==> src/rtl/stim_pkg.sv <==
// rtl/stim_pkg.sv - shared encodings and MISR step for the stimulus pattern generator
package stim_pkg;

  typedef enum logic [1:0] {
    MODE_BIN  = 2'd0,
    MODE_GRAY = 2'd1,
    MODE_WALK = 2'd2
  } mode_t;

  typedef enum logic [1:0] {
    IDLE = 2'd0,
    RUN  = 2'd1,
    DONE = 2'd2
  } state_t;

  localparam logic [15:0] MISR_POLY = 16'h1021;

  function automatic logic [15:0] misr_step(input logic [15:0] cur, input logic [15:0] data);
    return {cur[14:0], 1'b0} ^ (cur[15] ? MISR_POLY : 16'h0000) ^ data;
  endfunction

endpackage

==> src/rtl/misr16.sv <==
// rtl/misr16.sv - 16-bit multiple-input signature register with clear and enable
module misr16
  import stim_pkg::*;
(
  input  logic        clk,
  input  logic        rst_n,
  input  logic        clr,
  input  logic        en,
  input  logic [15:0] data,
  output logic [15:0] sig
);

  always_ff @(posedge clk) begin
    if (!rst_n) begin
      sig <= 16'h0000;
    end else if (clr) begin
      sig <= 16'h0000;
    end else if (en) begin
      sig <= misr_step(sig, data);
    end
  end

endmodule

==> src/rtl/stim_pattern_gen.sv <==
// rtl/stim_pattern_gen.sv - exhaustive binary/Gray/walking-one stimulus sweep generator
// Optional response signature compaction enabled by macro RESP_SIG_EN.
module stim_pattern_gen
  import stim_pkg::*;
#(
  parameter int WIDTH       = 3,
  parameter int HOLD_CYCLES = 10,
  parameter int RESP_W      = 2
) (
  input  logic              clk,
  input  logic              rst_n,
  input  logic              start,
  input  logic [1:0]        mode,
  input  logic [RESP_W-1:0] resp,
  output logic [WIDTH-1:0]  pattern,
  output logic              vec_valid,
  output logic              sample,
  output logic              busy,
  output logic              done,
  output logic [15:0]       sig
);

  localparam int HOLD_EFF = (HOLD_CYCLES < 1) ? 1 : HOLD_CYCLES;
  localparam int HCW      = (HOLD_EFF > 1) ? $clog2(HOLD_EFF) : 1;
  localparam logic [HCW-1:0] HOLD_LAST = HCW'(HOLD_EFF - 1);
  localparam logic [WIDTH:0] LAST_BIN  = {1'b0, {WIDTH{1'b1}}};
  localparam logic [WIDTH:0] LAST_WALK = (WIDTH + 1)'(WIDTH - 1);

  state_t           state_q, state_d;
  logic [1:0]       mode_q;
  logic [WIDTH:0]   idx_q;
  logic [HCW-1:0]   hold_q;
  logic [WIDTH-1:0] pattern_q;
  logic             start_acc;
  logic             hold_end;
  logic             last_vec;

  function automatic logic [WIDTH-1:0] vec_at(input logic [WIDTH:0] k, input logic [1:0] m);
    logic [WIDTH-1:0] kb;
    kb = k[WIDTH-1:0];
    case (m)
      MODE_GRAY: return kb ^ (kb >> 1);
      MODE_WALK: return WIDTH'(1) << k;
      default:   return kb;
    endcase
  endfunction

  assign hold_end = (state_q == RUN) && (hold_q == HOLD_LAST);
  assign last_vec = (mode_q == MODE_WALK) ? (idx_q == LAST_WALK) : (idx_q == LAST_BIN);
  assign pattern  = pattern_q;

  always_ff @(posedge clk) begin
    if (!rst_n) begin
      state_q <= IDLE;
    end else begin
      state_q <= state_d;
    end
  end

  always_comb begin
    state_d   = state_q;
    start_acc = 1'b0;
    busy      = 1'b0;
    vec_valid = 1'b0;
    done      = 1'b0;
    sample    = hold_end;
    case (state_q)
      IDLE: begin
        if (start) begin
          start_acc = 1'b1;
          state_d   = RUN;
        end
      end
      RUN: begin
        busy      = 1'b1;
        vec_valid = 1'b1;
        if (hold_end && last_vec) state_d = DONE;
      end
      DONE: begin
        done    = 1'b1;
        state_d = IDLE;
      end
      default: state_d = IDLE;
    endcase
  end

  // pattern is computed one edge ahead so it only ever changes right after a sample pulse
  always_ff @(posedge clk) begin
    if (!rst_n) begin
      mode_q    <= 2'd0;
      idx_q     <= '0;
      hold_q    <= '0;
      pattern_q <= '0;
    end else if (start_acc) begin
      mode_q    <= mode;
      idx_q     <= '0;
      hold_q    <= '0;
      pattern_q <= vec_at('0, mode);
    end else if (state_q == RUN) begin
      if (hold_end) begin
        hold_q <= '0;
        if (last_vec) begin
          pattern_q <= '0;
        end else begin
          idx_q     <= idx_q + 1'b1;
          pattern_q <= vec_at(idx_q + 1'b1, mode_q);
        end
      end else begin
        hold_q <= hold_q + 1'b1;
      end
    end else begin
      pattern_q <= '0;
    end
  end

`ifdef RESP_SIG_EN
  misr16 u_misr (
    .clk   (clk),
    .rst_n (rst_n),
    .clr   (start_acc),
    .en    (sample),
    .data  (16'(resp)),
    .sig   (sig)
  );
`else
  logic unused_resp;
  assign unused_resp = ^resp;
  assign sig = 16'h0000;
`endif

endmodule

==> config.mk <==
export PLATFORM = sky130hd
export DESIGN_NAME = stim_pattern_gen
export DESIGN_NICKNAME = d
export VERILOG_FILES = /design/src/rtl/stim_pkg.sv /design/src/rtl/misr16.sv /design/src/rtl/stim_pattern_gen.sv
export SDC_FILE = /design/constraint.sdc
export NUM_CORES = 1
export LEC_CHECK = 0
export ABC_AREA = 1
export CAP_MARGIN = 20
export CORE_MARGIN = 3
export CORE_UTILIZATION = 47
export DETAILED_ROUTE_END_ITERATION = 16
export PLACE_DENSITY = 0.91
export SKIP_LAST_GASP = 1
export SYNTH_ARGS = -nofsm -noshare
export SYNTH_HDL_FRONTEND = slang
export SYNTH_SLANG_ARGS = --single-unit
==> constraint.sdc <==
create_clock -name clk -period 1.4 [get_ports clk]
set_input_delay 0.14 -clock clk [delete_from_list [all_inputs] [get_ports clk]]
set_output_delay 0.14 -clock clk [all_outputs]
set_load 0.03 [all_outputs]
# ---- Yosys cells after proc, flatten, opt, wreduce, memory -nomap -nowiden
# Index checks and enable logic that the tools add are counted.
dict set report classes {
  eq_ne 11
  n_bitwise 3
  n_reduce_logical 6
  n_addsub 2
  mux 15
  shifts 1
}
# operator count
set ops {}
lappend ops {{$mux W3} 4}
lappend ops {{$add A4 B1 Y4 const B} 2}
lappend ops {{$eq A2 B2 Y1 const B} 3}
lappend ops {{$mux W1} 6}
lappend ops {{$pmux W3 S2} 1}
lappend ops {{$eq A2 B1 Y1 const B} 2}
lappend ops {{$eq A4 B2 Y1 const B} 1}
lappend ops {{$eq A4 B3 Y1 const B} 1}
lappend ops {{$eq A4 B4 Y1 const B} 1}
lappend ops {{$mux W2} 2}
lappend ops {{$mux W4} 1}
lappend ops {{$pmux W2 S2} 1}
lappend ops {{$shl A1 B4 Y3 const A} 1}
lappend ops {{$ne A3 B3 Y1 const B} 1}
lappend ops {{$reduce_and A3 Y1} 1}
lappend ops {{$xor A3 B2 Y3} 1}
lappend ops {{$logic_and A1 B1 Y1} 2}
lappend ops {{$logic_not A2 Y1} 1}
lappend ops {{$ne A2 B1 Y1 const B} 1}
lappend ops {{$ne A2 B2 Y1 const B} 1}
lappend ops {{$not A1 Y1} 2}
lappend ops {{$reduce_and A2 Y1} 1}
lappend ops {{$reduce_or A2 Y1} 1}
dict set report word_totals {
  output_inout_bits 23
  word_cells 43
  reg_bits 15
  in_bits 7
}

# ---- Longest topological paths before layout
dict set report depth {
  ltp_word 7
  depth_mapped 11
  ltp_nobuf 11
}

# ---- Worst setup path before layout
# OpenSTA, ideal clock, no wires.
dict set report synth_timing {
  kind {reg-to-reg}
  from {reg hold_q[1]}
  to {reg idx_q[0]}
  synth_period_minus_slack_ns 1.279
  arrival_time_ns 1.160
  path_slack_ns 0.121
  required_ns 1.281
  setup_time_ns 0.119
  stages_incl_launch_ff 8
  n_path_buf 0
  path_cell_list {dfxtp_1 inv_1 ha_1 nand3_2 nor2_8 nand2_4 o21ai_0 a21oi_1}
}
dict set report synth_between {
  elab_chain_cells 3
}
# element line_no
set synth_lines {}
lappend synth_lines {{start: declaration} stim_pattern_gen.sv:32} ;# logic [HCW-1:0] hold_q;
lappend synth_lines {{start signal: assignment} stim_pattern_gen.sv:109} ;# hold_q <= hold_q + 1'b1;
lappend synth_lines {{$eq A4 B4 Y1} stim_pattern_gen.sv:48} ;# assign hold_end = (state_q == RUN) && (hold_q == HOLD_LAST);
lappend synth_lines {{$logic_and A1 B1 Y1} stim_pattern_gen.sv:48}
lappend synth_lines {{via sample} stim_pattern_gen.sv:17} ;# output logic sample,
lappend synth_lines {{$reduce_and A3 Y1 (no line)} n/a}
lappend synth_lines {{end signal: assignment} stim_pattern_gen.sv:105} ;# idx_q <= idx_q + 1'b1;
lappend synth_lines {{end: declaration} stim_pattern_gen.sv:31} ;# logic [WIDTH:0] idx_q;
# The timed path passes the listed nets, and every way through them passes these cells.
# A chain may end at the register's enable or synchronous reset.

# ---- Final worst setup path
dict set report layout_timing {
  from {reg mode_q[0]}
  to {reg idx_q[2]}
}
dict set report layout_between {
  elab_chain_cells 4
}
# element line_no
set layout_lines {}
lappend layout_lines {{start: declaration} stim_pattern_gen.sv:30} ;# logic [1:0] mode_q;
lappend layout_lines {{start signal: assignment} stim_pattern_gen.sv:95} ;# mode_q <= mode;
lappend layout_lines {{$eq A2 B2 Y1} stim_pattern_gen.sv:49} ;# assign last_vec = (mode_q == MODE_WALK) ? (idx_q == LAST_WALK) : (idx_q == LAST_BIN);
lappend layout_lines {{$mux W1} stim_pattern_gen.sv:49}
lappend layout_lines {{$not A1 Y1 (no line)} n/a}
lappend layout_lines {{$reduce_and A3 Y1 (no line)} n/a}
# Every way passes these cells.

==> results.md <==
* Fillers at 168
* Crit-path max cell delay at 330 ps
* Leak pwr at 0.558 nW
* Hold path depth at 2
* Sw Ratio at 0.329
* Worst VDD drop at 0.462 mV
* # port buffers at 11
* Core area at 0.00204 sq mm
* Status: complete, no violations
* Critical Path RT at 1620 ps
* Syn_area_per_cell at 7.21 sq um
* CTS tree: yes
* Full die area at 0.00283 sq mm
* Hold EP: pattern[2]
* FF-to-FF Start: mode_q[0]
* Iteration-0 DRC Markers at 33
* Die W at 53.2 um
* # setup viols final at 0
* Worst path cell trace: inv_1 -> ha_2 -> nand3_1 -> nand2_2 -> nand2_4 -> nand2_4 -> inv_2 -> nand2_1 -> nand2_1 -> a21oi_1
* Final hold violations at 0
* Critical path type: flip-flop to flip-flop
* Net Switching at 0.301 mW
* Fin crit share at 0.964
* Tightest Hold Check Type: flip-flop to flip-flop
* Starting Density at 0.512
* Final Max Slew Viols at 0
* P&R area growth vs syn at 16.0%
* H-tree depth at 1
* Synthesized area at 0.00105 sq mm
* Worst hold slack at 461 ps
* DPL Wire Length at 1.54 mm
* Yosys warning count at 0
* Clk_skew at 4.57 ps
* Clock Sinks at 15
* Sequential fraction of the synthesis area at 0.287
* Crit path time final at 1350 ps
* Hold_sp: pattern[2]
* Clock share of power at 0.267
* Row cnt at 16
* Layout cells sized above 1 at 0.222
* Chip Height at 53.2 um
* Diode count at 0
* I/O pin cnt at 30
* CTS Buf Count at 3
* Power Density at 754 mW/mm^2
* Later-pin clock latency in the skew report at 280 ps
* RSZ-0062 raised after global routing: true
* Clk root buf: clkbuf_4
* Logic gate share of total power at 0.243
* Critical Path End Type: flip-flop
* Grt total ovfl at 0
* Pre-Repair DR Iteration Count at 4
* Initial antenna violation count at 0
* First-pass GRT wire length at 3.07 mm
* MaxCap Viol Count at 0
* Worst reg2reg endpoint: idx_q[2]
* Post-DR vias/cell at 5.08
* Syn Inst Count at 145
* Largest net degree at the start of global routing at 9
* Unique cell type count in the Yosys netlist at 28
* Remaining DRCs at 0
* Vias in the first global route at 740
* All-Layer GR Usage at 0.148
* Setup tns final at 0 ps
* Antenna viol nets, final at 0
* Worst Path Max Fanout at 8
* Routed WL at 2.19 mm
* Multi-input logic area at 618 sq um
* Slowest CP cell: dfxtp_2
* GPL Wtd Cong at 0.861
* CTS Buffer Depth at 2
* Reg clk slew, reported paths at 90 ps
* Sequential share of power at 0.491
* Via count at 960
* Post-Layout Cell Count at 189
* Worst EP arrival at 1570 ps
* Dpl cells at 183
* Drt wl/cell at 11.6 um
* Setup crit start kind: flip-flop
* Internal power at 0.613 mW
* Synthesized flop and latch total at 15
* Nets at 175
* Reg2reg setup slack at 50 ps
* Peak Freq at 741 MHz
* Register cell area after layout at 305 sq um
* R2R depth at 10
## worst max-delay path, delay by kind of cell, from the launching register on
kind	cells	cell delay, ps
and+or+nand+nor	6	530
DFF	1	330
adders and majority gates	1	200
buffers and inverters	2	120
AOI/OAI and AO/OA	1	110
## stage by stage
| stage | utilization | cell area [sq um] | worst slack [ps] | total power [mW] |
|---|---|---|---|---|
| floorplan | - | 1100 | 121 | 0.653 |
| global placement | 0.548 | 1120 | 68.9 | 0.658 |
| detailed placement | 0.548 | 1120 | 25.3 | 0.664 |
| CTS | 0.567 | 1160 | -6.26 | 0.904 |
| global route | 0.594 | 1210 | -28.4 | 0.961 |
| finish | 0.594 | 1210 | 50.5 | 0.915 |
## cells by family after synthesis
| kind of cell | count (synthesis) | share of synthesized area |
|---|---|---|
| compound gates | 23 | 0.126 |
| xor+xnor | 1 | 0.00837 |
| fa+ha+maj | 5 | 0.0598 |
| buf+inv | 42 | 0.221 |
| flops | 15 | 0.287 |
| other cells | 1 | 0.00359 |
| simple gates | 58 | 0.294 |
## cell usage after synthesis (all sizes together)
cell type / number / area, sq um
nand4: 3 / 18.8
nor3: 1 / 5.00
nor3b: 1 / 12.5
o22ai: 2 / 12.5
a31oi: 1 / 6.26
xor2: 1 / 8.76
nor4: 1 / 6.26
buf: 18 / 139
nand3: 12 / 70.1
a211oi: 2 / 15.0
conb: 1 / 3.75
dfxtp: 15 / 300
nor2: 13 / 83.8
o21bai: 2 / 15.0
inv: 24 / 92.6
a21oi: 9 / 45.0
o31ai: 1 / 7.51
nand2: 27 / 111
o21ai: 6 / 30.0
ha: 5 / 62.6
## layout by cell type (no fill, tap or decap), types with 5 or more instances in the layout
| cell | instances |
|---|---|
| conb_1 | 16 |
| dfxtp_1 | 11 |
| nor2_1 | 10 |
| nand3_1 | 10 |
| buf_4 | 8 |
| o21ai_0 | 6 |
| inv_1 | 18 |
| a21oi_1 | 9 |
| nand2_1 | 22 |
| inv_2 | 5 |
## per-layer routing
| metal | global-route usage | up-vias | wire length [um] | part of all wire |
|---|---|---|---|---|
| li1 | - | 472 | - | - |
| met4 | 0.0723 | 0 | 57 | 0.026 |
| met2 | 0.231 | 43 | 1050 | 0.48 |
| met3 | 0.0366 | 8 | 142 | 0.065 |
| met1 | 0.187 | 437 | 944 | 0.43 |
| met5 | 0 | - | 0 | 0 |
## flip-flops by register name, summed over array words and instances (netlist names)
signal,count
mode_q,2
pattern,3
state_q,2
hold_q,4
idx_q,4
## layout make-up
class / instances / area share
clock buffer: 4 / 0.0216
inverter: 24 / 0.0763
multi-input combinational: 103 / 0.509
sequential: 15 / 0.252
tap: 27 / 0.0278
timing repair buffer: 16 / 0.113
## worst max-delay path by stage
| stage | start | endpoint | depth (start not counted) |
|---|---|---|---|
| 3_5_place_dp | idx_q[0] | pattern[0] | 8 |
| 6_report | mode_q[0] | idx_q[2] | 10 |
| 4_1_cts | hold_q[1] | sample | 5 |
| 5_1_grt | mode_q[0] | idx_q[2] | 11 |
| 2_1_floorplan | hold_q[1] | idx_q[0] | 7 |
| 3_3_place_gp | mode_q[0] | idx_q[2] | 11 |
## power groups by stage
stage | Clock, mW | Sequential, mW | Combinational (mW)
floorplan | 0 | 0.461 | 0.192
finish | 0.244 | 0.449 | 0.222
CTS | 0.249 | 0.446 | 0.209
global placement | 0 | 0.456 | 0.202
global route | 0.273 | 0.450 | 0.239
detailed placement | 0 | 0.456 | 0.208
## repair_timing
item,in CTS,in global routing
hold endpoints to repair,0,0
buffers inserted,0,2
resized for setup,7,12
setup endpoints to repair,4,10
pin swaps,2,3
hold buffers,0,0
Power figures use the tool's default switching activity.
